File: config.mk
export PLATFORM = sky130hd
export DESIGN_NAME = ex_unit
export DESIGN_NICKNAME = d
export VERILOG_FILES = /design/src/rtl/ex_pkg.sv /design/src/rtl/ex_mul_seq.sv /design/src/rtl/ex_unit.sv
export SDC_FILE = /design/constraint.sdc
export NUM_CORES = 1
export LEC_CHECK = 0
export BUFFER_PORTS_ARGS = -buffer_cell sky130_fd_sc_hd__buf_2
export CAP_MARGIN = 0
export CORE_UTILIZATION = 35
export DETAILED_ROUTE_END_ITERATION = 8
export PLACE_DENSITY = 0.51
export SLEW_MARGIN = 20
export SYNTH_ARGS = -nofsm -noshare
export SYNTH_HDL_FRONTEND = slang
export SYNTH_SLANG_ARGS = --single-unit
File: constraint.sdc
create_clock -name clk -period 1.95 [get_ports clk]
set_clock_uncertainty 0.05 [all_clocks]
set_input_delay 0.2925 -clock clk [delete_from_list [all_inputs] [get_ports clk]]
set_output_delay 0.2925 -clock clk [all_outputs]
set_load 0.01 [all_outputs]
File: src/rtl/ex_pkg.sv
// rtl/ex_pkg.sv - shared opcode, FSM state and flag index definitions for ex_unit
package ex_pkg;

    typedef enum logic [3:0] {
        OP_ADD = 4'd0,
        OP_SUB = 4'd1,
        OP_AND = 4'd2,
        OP_NOR = 4'd3,
        OP_SLL = 4'd4,
        OP_SRL = 4'd5,
        OP_SRA = 4'd6,
        OP_LHB = 4'd7,
        OP_LLB = 4'd8,
        OP_MUL = 4'd9
    } alu_op_e;

    typedef enum logic [1:0] {
        ST_IDLE = 2'd0,
        ST_BUSY = 2'd1,
        ST_HOLD = 2'd2
    } state_e;

    // flags port layout is {N,Z,V}
    localparam int FLAG_V = 0;
    localparam int FLAG_Z = 1;
    localparam int FLAG_N = 2;

endpackage

File: src/rtl/ex_mul_seq.sv
// rtl/ex_mul_seq.sv - iterative shift-add multiplier, one multiplier bit per cycle
module ex_mul_seq
#(
    parameter int WIDTH = 16
)
(
    input  logic             clk,
    input  logic             rst,
    input  logic             start,
    input  logic [WIDTH-1:0] a,
    input  logic [WIDTH-1:0] b,
    output logic             done,
    output logic [WIDTH-1:0] product
);

    localparam int CW = $clog2(WIDTH + 1);

    logic [CW-1:0]    cnt_q, cnt_d;
    logic [WIDTH-1:0] acc_q, acc_d;
    logic [WIDTH-1:0] mcand_q, mcand_d;
    logic [WIDTH-1:0] mplier_q, mplier_d;
    logic [WIDTH-1:0] partial;

    // Accumulator plus the current partial product; on the last step this is the final product,
    // so the caller can register it on the same edge that finishes the iteration.
    assign partial = acc_q + (mplier_q[0] ? mcand_q : '0);
    assign product = partial;
    assign done    = (cnt_q == CW'(1));

    // Load operands on start, otherwise consume one multiplier bit per cycle until the count drains
    always_comb begin
        cnt_d    = cnt_q;
        acc_d    = acc_q;
        mcand_d  = mcand_q;
        mplier_d = mplier_q;
        if (start) begin
            cnt_d    = CW'(WIDTH);
            acc_d    = '0;
            mcand_d  = a;
            mplier_d = b;
        end else if (cnt_q != '0) begin
            cnt_d    = cnt_q - CW'(1);
            acc_d    = partial;
            mcand_d  = mcand_q << 1;
            mplier_d = mplier_q >> 1;
        end
    end

    // Iteration state registers
    always_ff @(posedge clk or posedge rst) begin
        if (rst) begin
            cnt_q    <= '0;
            acc_q    <= '0;
            mcand_q  <= '0;
            mplier_q <= '0;
        end else begin
            cnt_q    <= cnt_d;
            acc_q    <= acc_d;
            mcand_q  <= mcand_d;
            mplier_q <= mplier_d;
        end
    end

endmodule

File: src/rtl/ex_unit.sv
// rtl/ex_unit.sv - execute unit with handshake, saturating ADD/SUB and optional MUL (EX_UNIT_MUL_EN)
module ex_unit
    import ex_pkg::*;
#(
    parameter int WIDTH = 16,
    parameter int SHW   = 4
)
(
    input  logic             clk,
    input  logic             rst,
    input  logic             in_valid,
    output logic             in_ready,
    input  logic [WIDTH-1:0] pc,
    input  logic [WIDTH-1:0] reg1,
    input  logic [WIDTH-1:0] reg2,
    input  logic [WIDTH-1:0] imm,
    input  logic             a_sel,
    input  logic             b_sel,
    input  logic [3:0]       alu_op,
    input  logic [SHW-1:0]   sh_amt,
    input  logic             set_flags,
    output logic             out_valid,
    input  logic             out_ready,
    output logic [WIDTH-1:0] result,
    output logic [2:0]       flags
);

    localparam int HALF = WIDTH / 2;
    localparam logic [WIDTH-1:0] MAX_POS = {1'b0, {(WIDTH-1){1'b1}}};
    localparam logic [WIDTH-1:0] MIN_NEG = {1'b1, {(WIDTH-1){1'b0}}};

    state_e           state_q, state_d;
    logic [WIDTH-1:0] result_q, result_d;
    logic [2:0]       flags_q, flags_d;

    logic [WIDTH-1:0] a_op, b_op, sum, diff, alu_res;
    logic             alu_v, keep_flags, accept;

    function automatic logic [2:0] flags_of(input logic [WIDTH-1:0] r, input logic v);
        logic [2:0] f;
        f[FLAG_N] = r[WIDTH-1];
        f[FLAG_Z] = (r == '0);
        f[FLAG_V] = v;
        return f;
    endfunction

    assign a_op      = a_sel ? pc : reg1;
    assign b_op      = b_sel ? reg2 : imm;
    assign sum       = a_op + b_op;
    assign diff      = a_op - b_op;
    assign in_ready  = (state_q == ST_IDLE) || ((state_q == ST_HOLD) && out_ready);
    assign out_valid = (state_q == ST_HOLD);
    assign accept    = in_valid && in_ready;
    assign result    = result_q;
    assign flags     = flags_q;

`ifdef EX_UNIT_MUL_EN
    logic             mul_start, mul_done;
    logic [WIDTH-1:0] mul_product;
    logic             mul_sf_q, mul_sf_d;

    ex_mul_seq #(.WIDTH(WIDTH)) u_mul (
        .clk     (clk),
        .rst     (rst),
        .start   (mul_start),
        .a       (a_op),
        .b       (b_op),
        .done    (mul_done),
        .product (mul_product)
    );

    // set_flags is sampled at acceptance because the inputs move on while the multiply runs
    always_ff @(posedge clk or posedge rst) begin
        if (rst) mul_sf_q <= 1'b0;
        else     mul_sf_q <= mul_sf_d;
    end
`endif

    // Single-cycle datapath; ADD/SUB saturate toward the sign of A on signed overflow
    always_comb begin
        alu_res    = a_op;
        alu_v      = 1'b0;
        keep_flags = 1'b0;
        case (alu_op)
            OP_ADD: begin
                if ((a_op[WIDTH-1] == b_op[WIDTH-1]) && (sum[WIDTH-1] != a_op[WIDTH-1])) begin
                    alu_res = a_op[WIDTH-1] ? MIN_NEG : MAX_POS;
                    alu_v   = 1'b1;
                end else begin
                    alu_res = sum;
                end
            end
            OP_SUB: begin
                if ((a_op[WIDTH-1] != b_op[WIDTH-1]) && (diff[WIDTH-1] != a_op[WIDTH-1])) begin
                    alu_res = a_op[WIDTH-1] ? MIN_NEG : MAX_POS;
                    alu_v   = 1'b1;
                end else begin
                    alu_res = diff;
                end
            end
            OP_AND: alu_res = a_op & b_op;
            OP_NOR: alu_res = ~(a_op | b_op);
            OP_SLL: alu_res = a_op << sh_amt;
            OP_SRL: alu_res = a_op >> sh_amt;
            OP_SRA: alu_res = $signed(a_op) >>> sh_amt;
            OP_LHB: alu_res = WIDTH'({b_op[HALF-1:0], a_op[HALF-1:0]});
            OP_LLB: alu_res = {a_op[WIDTH-1:HALF], b_op[HALF-1:0]};
            // Without the multiplier this is a plain pass of A; with it the flags come from the product
            OP_MUL: keep_flags = 1'b1;
            default: alu_res = a_op;
        endcase
    end

    // Next-state: accept in IDLE or while the held result is consumed, wait for the multiplier in BUSY
    always_comb begin
        state_d  = state_q;
        result_d = result_q;
        flags_d  = flags_q;
`ifdef EX_UNIT_MUL_EN
        mul_start = 1'b0;
        mul_sf_d  = mul_sf_q;
`endif
        case (state_q)
            ST_IDLE, ST_HOLD: begin
                if ((state_q == ST_HOLD) && out_ready) begin
                    state_d = ST_IDLE;
                end
                if (accept) begin
                    state_d  = ST_HOLD;
                    result_d = alu_res;
                    if (set_flags && !keep_flags) begin
                        flags_d = flags_of(alu_res, alu_v);
                    end
`ifdef EX_UNIT_MUL_EN
                    if (alu_op == OP_MUL) begin
                        state_d   = ST_BUSY;
                        result_d  = result_q;
                        mul_start = 1'b1;
                        mul_sf_d  = set_flags;
                    end
`endif
                end
            end
`ifdef EX_UNIT_MUL_EN
            ST_BUSY: begin
                if (mul_done) begin
                    state_d  = ST_HOLD;
                    result_d = mul_product;
                    if (mul_sf_q) begin
                        flags_d = flags_of(mul_product, 1'b0);
                    end
                end
            end
`endif
            default: state_d = ST_IDLE;
        endcase
    end

    // State, result and flag registers
    always_ff @(posedge clk or posedge rst) begin
        if (rst) begin
            state_q  <= ST_IDLE;
            result_q <= '0;
            flags_q  <= 3'b000;
        end else begin
            state_q  <= state_d;
            result_q <= result_d;
            flags_q  <= flags_d;
        end
    end

endmodule

==> metrics.log <==
INFO  metric synth_fa_ha_area_share = 10.13%
INFO  metric rsz_0062_raised_after_global_routing = yes
INFO  metric flops_latches_synth = 20
INFO  metric detail_route.wirelength = 32180 um
INFO  metric design.final.nets = 1340
INFO  metric worstSetupStartpoint = a_sel
INFO  metric largest_family_of_logic_cells_by_synthesized_area = multiplexers
INFO  metric timing.rr.start = state_q[1]
INFO  metric crit_path_capture_type = register
INFO  metric cts_hold_repair.buffers = 0
INFO  metric area.growth.synth_to_final = 66.02%
INFO  metric drt_pre_antenna_iters = 7
INFO  metric clock_latency = 0.24 ns
INFO  metric relSlewSlack = between 40% and 50%
INFO  metric clock-root-buffer = clkbuf_16
INFO  metric timing.critical_path.fanout_max = 5
INFO  metric mostFrequentLayoutCell = buf_4
INFO  metric antenna-diode-count = 0
INFO  metric synth_top_flop_cell = dfrtp_1
INFO  metric num-fill-cells = 1663
INFO  metric io-pin-count = 100
INFO  metric coreArea = approximately 18000 um^2
INFO  metric dpl.hpwl = 27000 um
INFO  metric grtUsageMet2 = 59.03%
INFO  metric portBuffers = 99
INFO  metric clock_sinks = 20
INFO  metric pwr_density_cell = between 400 and 500 nW/um^2
INFO  metric global_route.overflow_total = 0
INFO  metric post_route_cells_drive_above_1_share = about half
INFO  metric synth_xor_area_share = 3.011%
INFO  metric avgViaCountPerCell = 5.753
INFO  metric postSynth.asyncResetShare = 100.0%
INFO  metric track_usage = 34.32%
INFO  metric simple_gate_share_of_the_synthesized_area = 18.54%
INFO  metric floorplan.die_area = 18830 um^2
INFO  metric clockBufferDepth = 2
INFO  metric placedCellCount = 1413
INFO  metric synth_edf_count = 0
INFO  metric drv_cap = 0
INFO  metric first_global_vias = slightly above 8000
INFO  metric finalCoreUtilization = about three fifths
INFO  metric tightestPinTransition = 0.7875 ns
INFO  metric final_cell_mix = buf_4 (339), buf_2 (97), nand2_1 (67), mux2i_1 (60), nor2_1 (47)
INFO  metric drt_first_iter_violations = 577
INFO  metric cts_tree = built
INFO  metric most_crowded_layer_after_global_routing = met2
INFO  metric worst_hold_path_type = input port to asynchronous set/reset pin
INFO  metric use_met3 = under 10%
INFO  metric grt.met1_usage = 43.24%
INFO  metric routed_wire_length_per_instance = 22.38 um
INFO  metric setup_viol = 19
INFO  metric drcViolationCount = 1
INFO  metric routed-via-count = 8273
INFO  metric leakage = 0.004980 uW
INFO  metric synth_seq_area_share = 7.822%
INFO  metric synth_mux_area_share = 29.33%
INFO  metric cp.arrival = 5.00 ns
INFO  metric yosysUniqueCellTypes = just under 80
INFO  metric min_period = 4.862 ns
INFO  metric synth-compound-area-share = 24.19%
INFO  metric global_route_wire_length_before_repair = roughly 48000 um
INFO  metric final_antenna_net_count = 0
INFO  metric ff_latch_area = 500.5 um^2
INFO  metric violated_checks = DRC, setup timing
INFO  metric worst_setup_start_kind = input port
INFO  metric timing_max_transition_violations_final = 0
INFO  metric gpl.final_weighted_congestion = 1.020
INFO  metric net_count_of_the_mapped_netlist = 925
INFO  metric timing.final.crit_share = 249.3%
INFO  metric layout.cells.non_filler = 1438
INFO  metric placement_rows = 49
INFO  metric die_width = 137.2 um
INFO  metric largest_net_degree_at_the_start_of_global_routing = 24
INFO  metric clock.fmax = between 200 and 250 MHz
INFO  metric crit_type = input port to register
INFO  metric vdd_drop_max = between 0.5 and 0.6 mV
INFO  metric start_util = 35.62%
INFO  metric mappedNetlistArea = 6399 um^2
INFO  metric antenna_found_initial = 0
INFO  metric chipHeight = 137.2 um
INFO  metric cts-buffers-inserted = 3
INFO  metric synth-warning-count = 0
INFO  metric timing.final.ws_setup = -2.912 ns
INFO  metric worst_setup_hold_path_clk_slew = approximately 0.06 ns
INFO  metric post_synth_inst_count = 796
INFO  metric timing.critical_path.required = roughly 2.1 ns
INFO  metric status = complete, but fails checks
INFO  metric synthesis.area_per_instance = 8.038 um^2
INFO  metric htreeDepth = 1
INFO  metric multi_input_area = 6123 um^2
INFO  metric hold_viol = 0
cells in the mapped netlist (all sizes together), types with 7 or more instances:
| master | n | area (um^2) |
|---|---|---|
| o221ai | 7 | 61.31 |
| inv | 49 | 183.9 |
| buf | 22 | 131.4 |
| ha | 47 | 588.1 |
| o21ai | 47 | 235.2 |
| xor2 | 7 | 61.31 |
| o211ai | 10 | 75.07 |
| a21oi | 55 | 275.3 |
| and3 | 9 | 56.30 |
| nand3 | 16 | 80.08 |
| nor2b | 15 | 93.84 |
| mux2i | 73 | 747.0 |
| nor3 | 16 | 85.08 |
| mux4 | 37 | 870.8 |
| o22ai | 17 | 106.4 |
| a211oi | 14 | 110.1 |
| nand2 | 71 | 269.0 |
| a2111oi | 9 | 91.34 |
| mux2 | 23 | 259.0 |
| dfrtp | 20 | 500.5 |
| xnor2 | 15 | 131.4 |
| nor2 | 50 | 187.7 |
| o21bai | 7 | 52.55 |
| clkbuf | 33 | 123.9 |
| and2 | 9 | 56.30 |
| nand2b | 10 | 62.56 |
| a31oi | 9 | 56.30 |
metal layers:
layer  part of all wire, %  vias to the layer above
li1                      -                     3872
met1                    41                     3948
met2                    48                      365
met3                   6.3                       88
met4                   5.1                        0
met5                     0                        -
worst paths after layout:
kind | endpoint | slack [ns] | cells after the start
setup / recovery | flags[1] | -2.91 | 26
hold / removal | result[10] | 0.13 | 2
setup reg to reg | flags[1] | 0.20 | 8
hold reg to reg | result[15] | 0.43 | 2
max in group asynchronous | result[0] | 1.23 | 2
min in group clk | state_q[1] | 0.26 | 2
area by class of cell:
cell class / count / area share [%]
multi-input cells: 670 / 57.64
flip-flops and latches: 20 / 4.711
clock buffers: 3 / 0.7067
inverters: 51 / 1.826
repair buffers: 465 / 32.41
well taps: 229 / 2.697
sequential cells by signal, summed over array words and instances, names as in the netlist:
| name | cells |
|---|---|
| flags | 3 |
| result | 16 |
| state_q | 1 |
logic make-up after synthesis:
| logic type | after synthesis |
|---|---|
| AO/OA/AOI/OAI | 231 |
| XOR/XNOR | 22 |
| adder cells (fa/ha/maj) | 50 |
| buffers and inverters | 106 |
| flip-flops | 20 |
| multiplexers | 133 |
| AND/OR/NAND/NOR | 234 |
where the power goes:
| part | leakage (uW) | internal (uW) | switching (uW) |
|---|---|---|---|
| clock network | 0.0000370 | 270 | 144 |
| logic | 0.00470 | 1890 | 1940 |
| registers | 0.000246 | 492 | 38.3 |
| total | 0.00498 | 2660 | 2120 |
critical path, stage by stage:
cell and delay (ns):
buf_12 0.09, buf_12 0.13, mux2i_4 0.29, ha_4 0.25, nor2_4 0.12, o221ai_4 0.14, a2111oi_4 0.50, o31ai_4 0.12
a21oi_4 0.17, a21oi_2 0.08, nor2_1 0.10, nor2_1 0.07, nor2_1 0.09, nor2_1 0.06, fa_1 0.53, buf_6 0.14
nor2b_4 0.05, mux2i_4 0.17, o22ai_2 0.12, a211o_1 0.24, nor3_2 0.17, nand4_1 0.23, a2111oi_4 0.34, nand4_1 0.15
nor3_2 0.14, a31o_1 0.17
stage by stage:
stage | worst slack, ns | cell area, um^2 | total power, uW | TNS, ns | hold slack (ns)
after global placement | -3.428 | 9762 | 3835 | -55.19 | 0.4123
after CTS | -2.911 | 10330 | 4556 | -46.52 | 0.1621
final | -2.912 | 10620 | 4777 | -46.90 | 0.1304
after floorplan | -2.999 | 6641 | 2176 | -42.23 | 0.2063
after global routing | -3.077 | 10620 | 5049 | -50.04 | 0.2112
after detailed placement | -3.557 | 9762 | 3827 | -57.09 | 0.4222
repair_timing:
action | 4_1_cts | 5_1_grt
gates resized for setup | 84 | 48
buffers inserted | 17 | 13
pin swaps | 43 | 29
endpoints found under the setup margin | 19 | 19
gates cloned | 1 | 0
No activity file was read; power rests on OpenSTA's default activity.
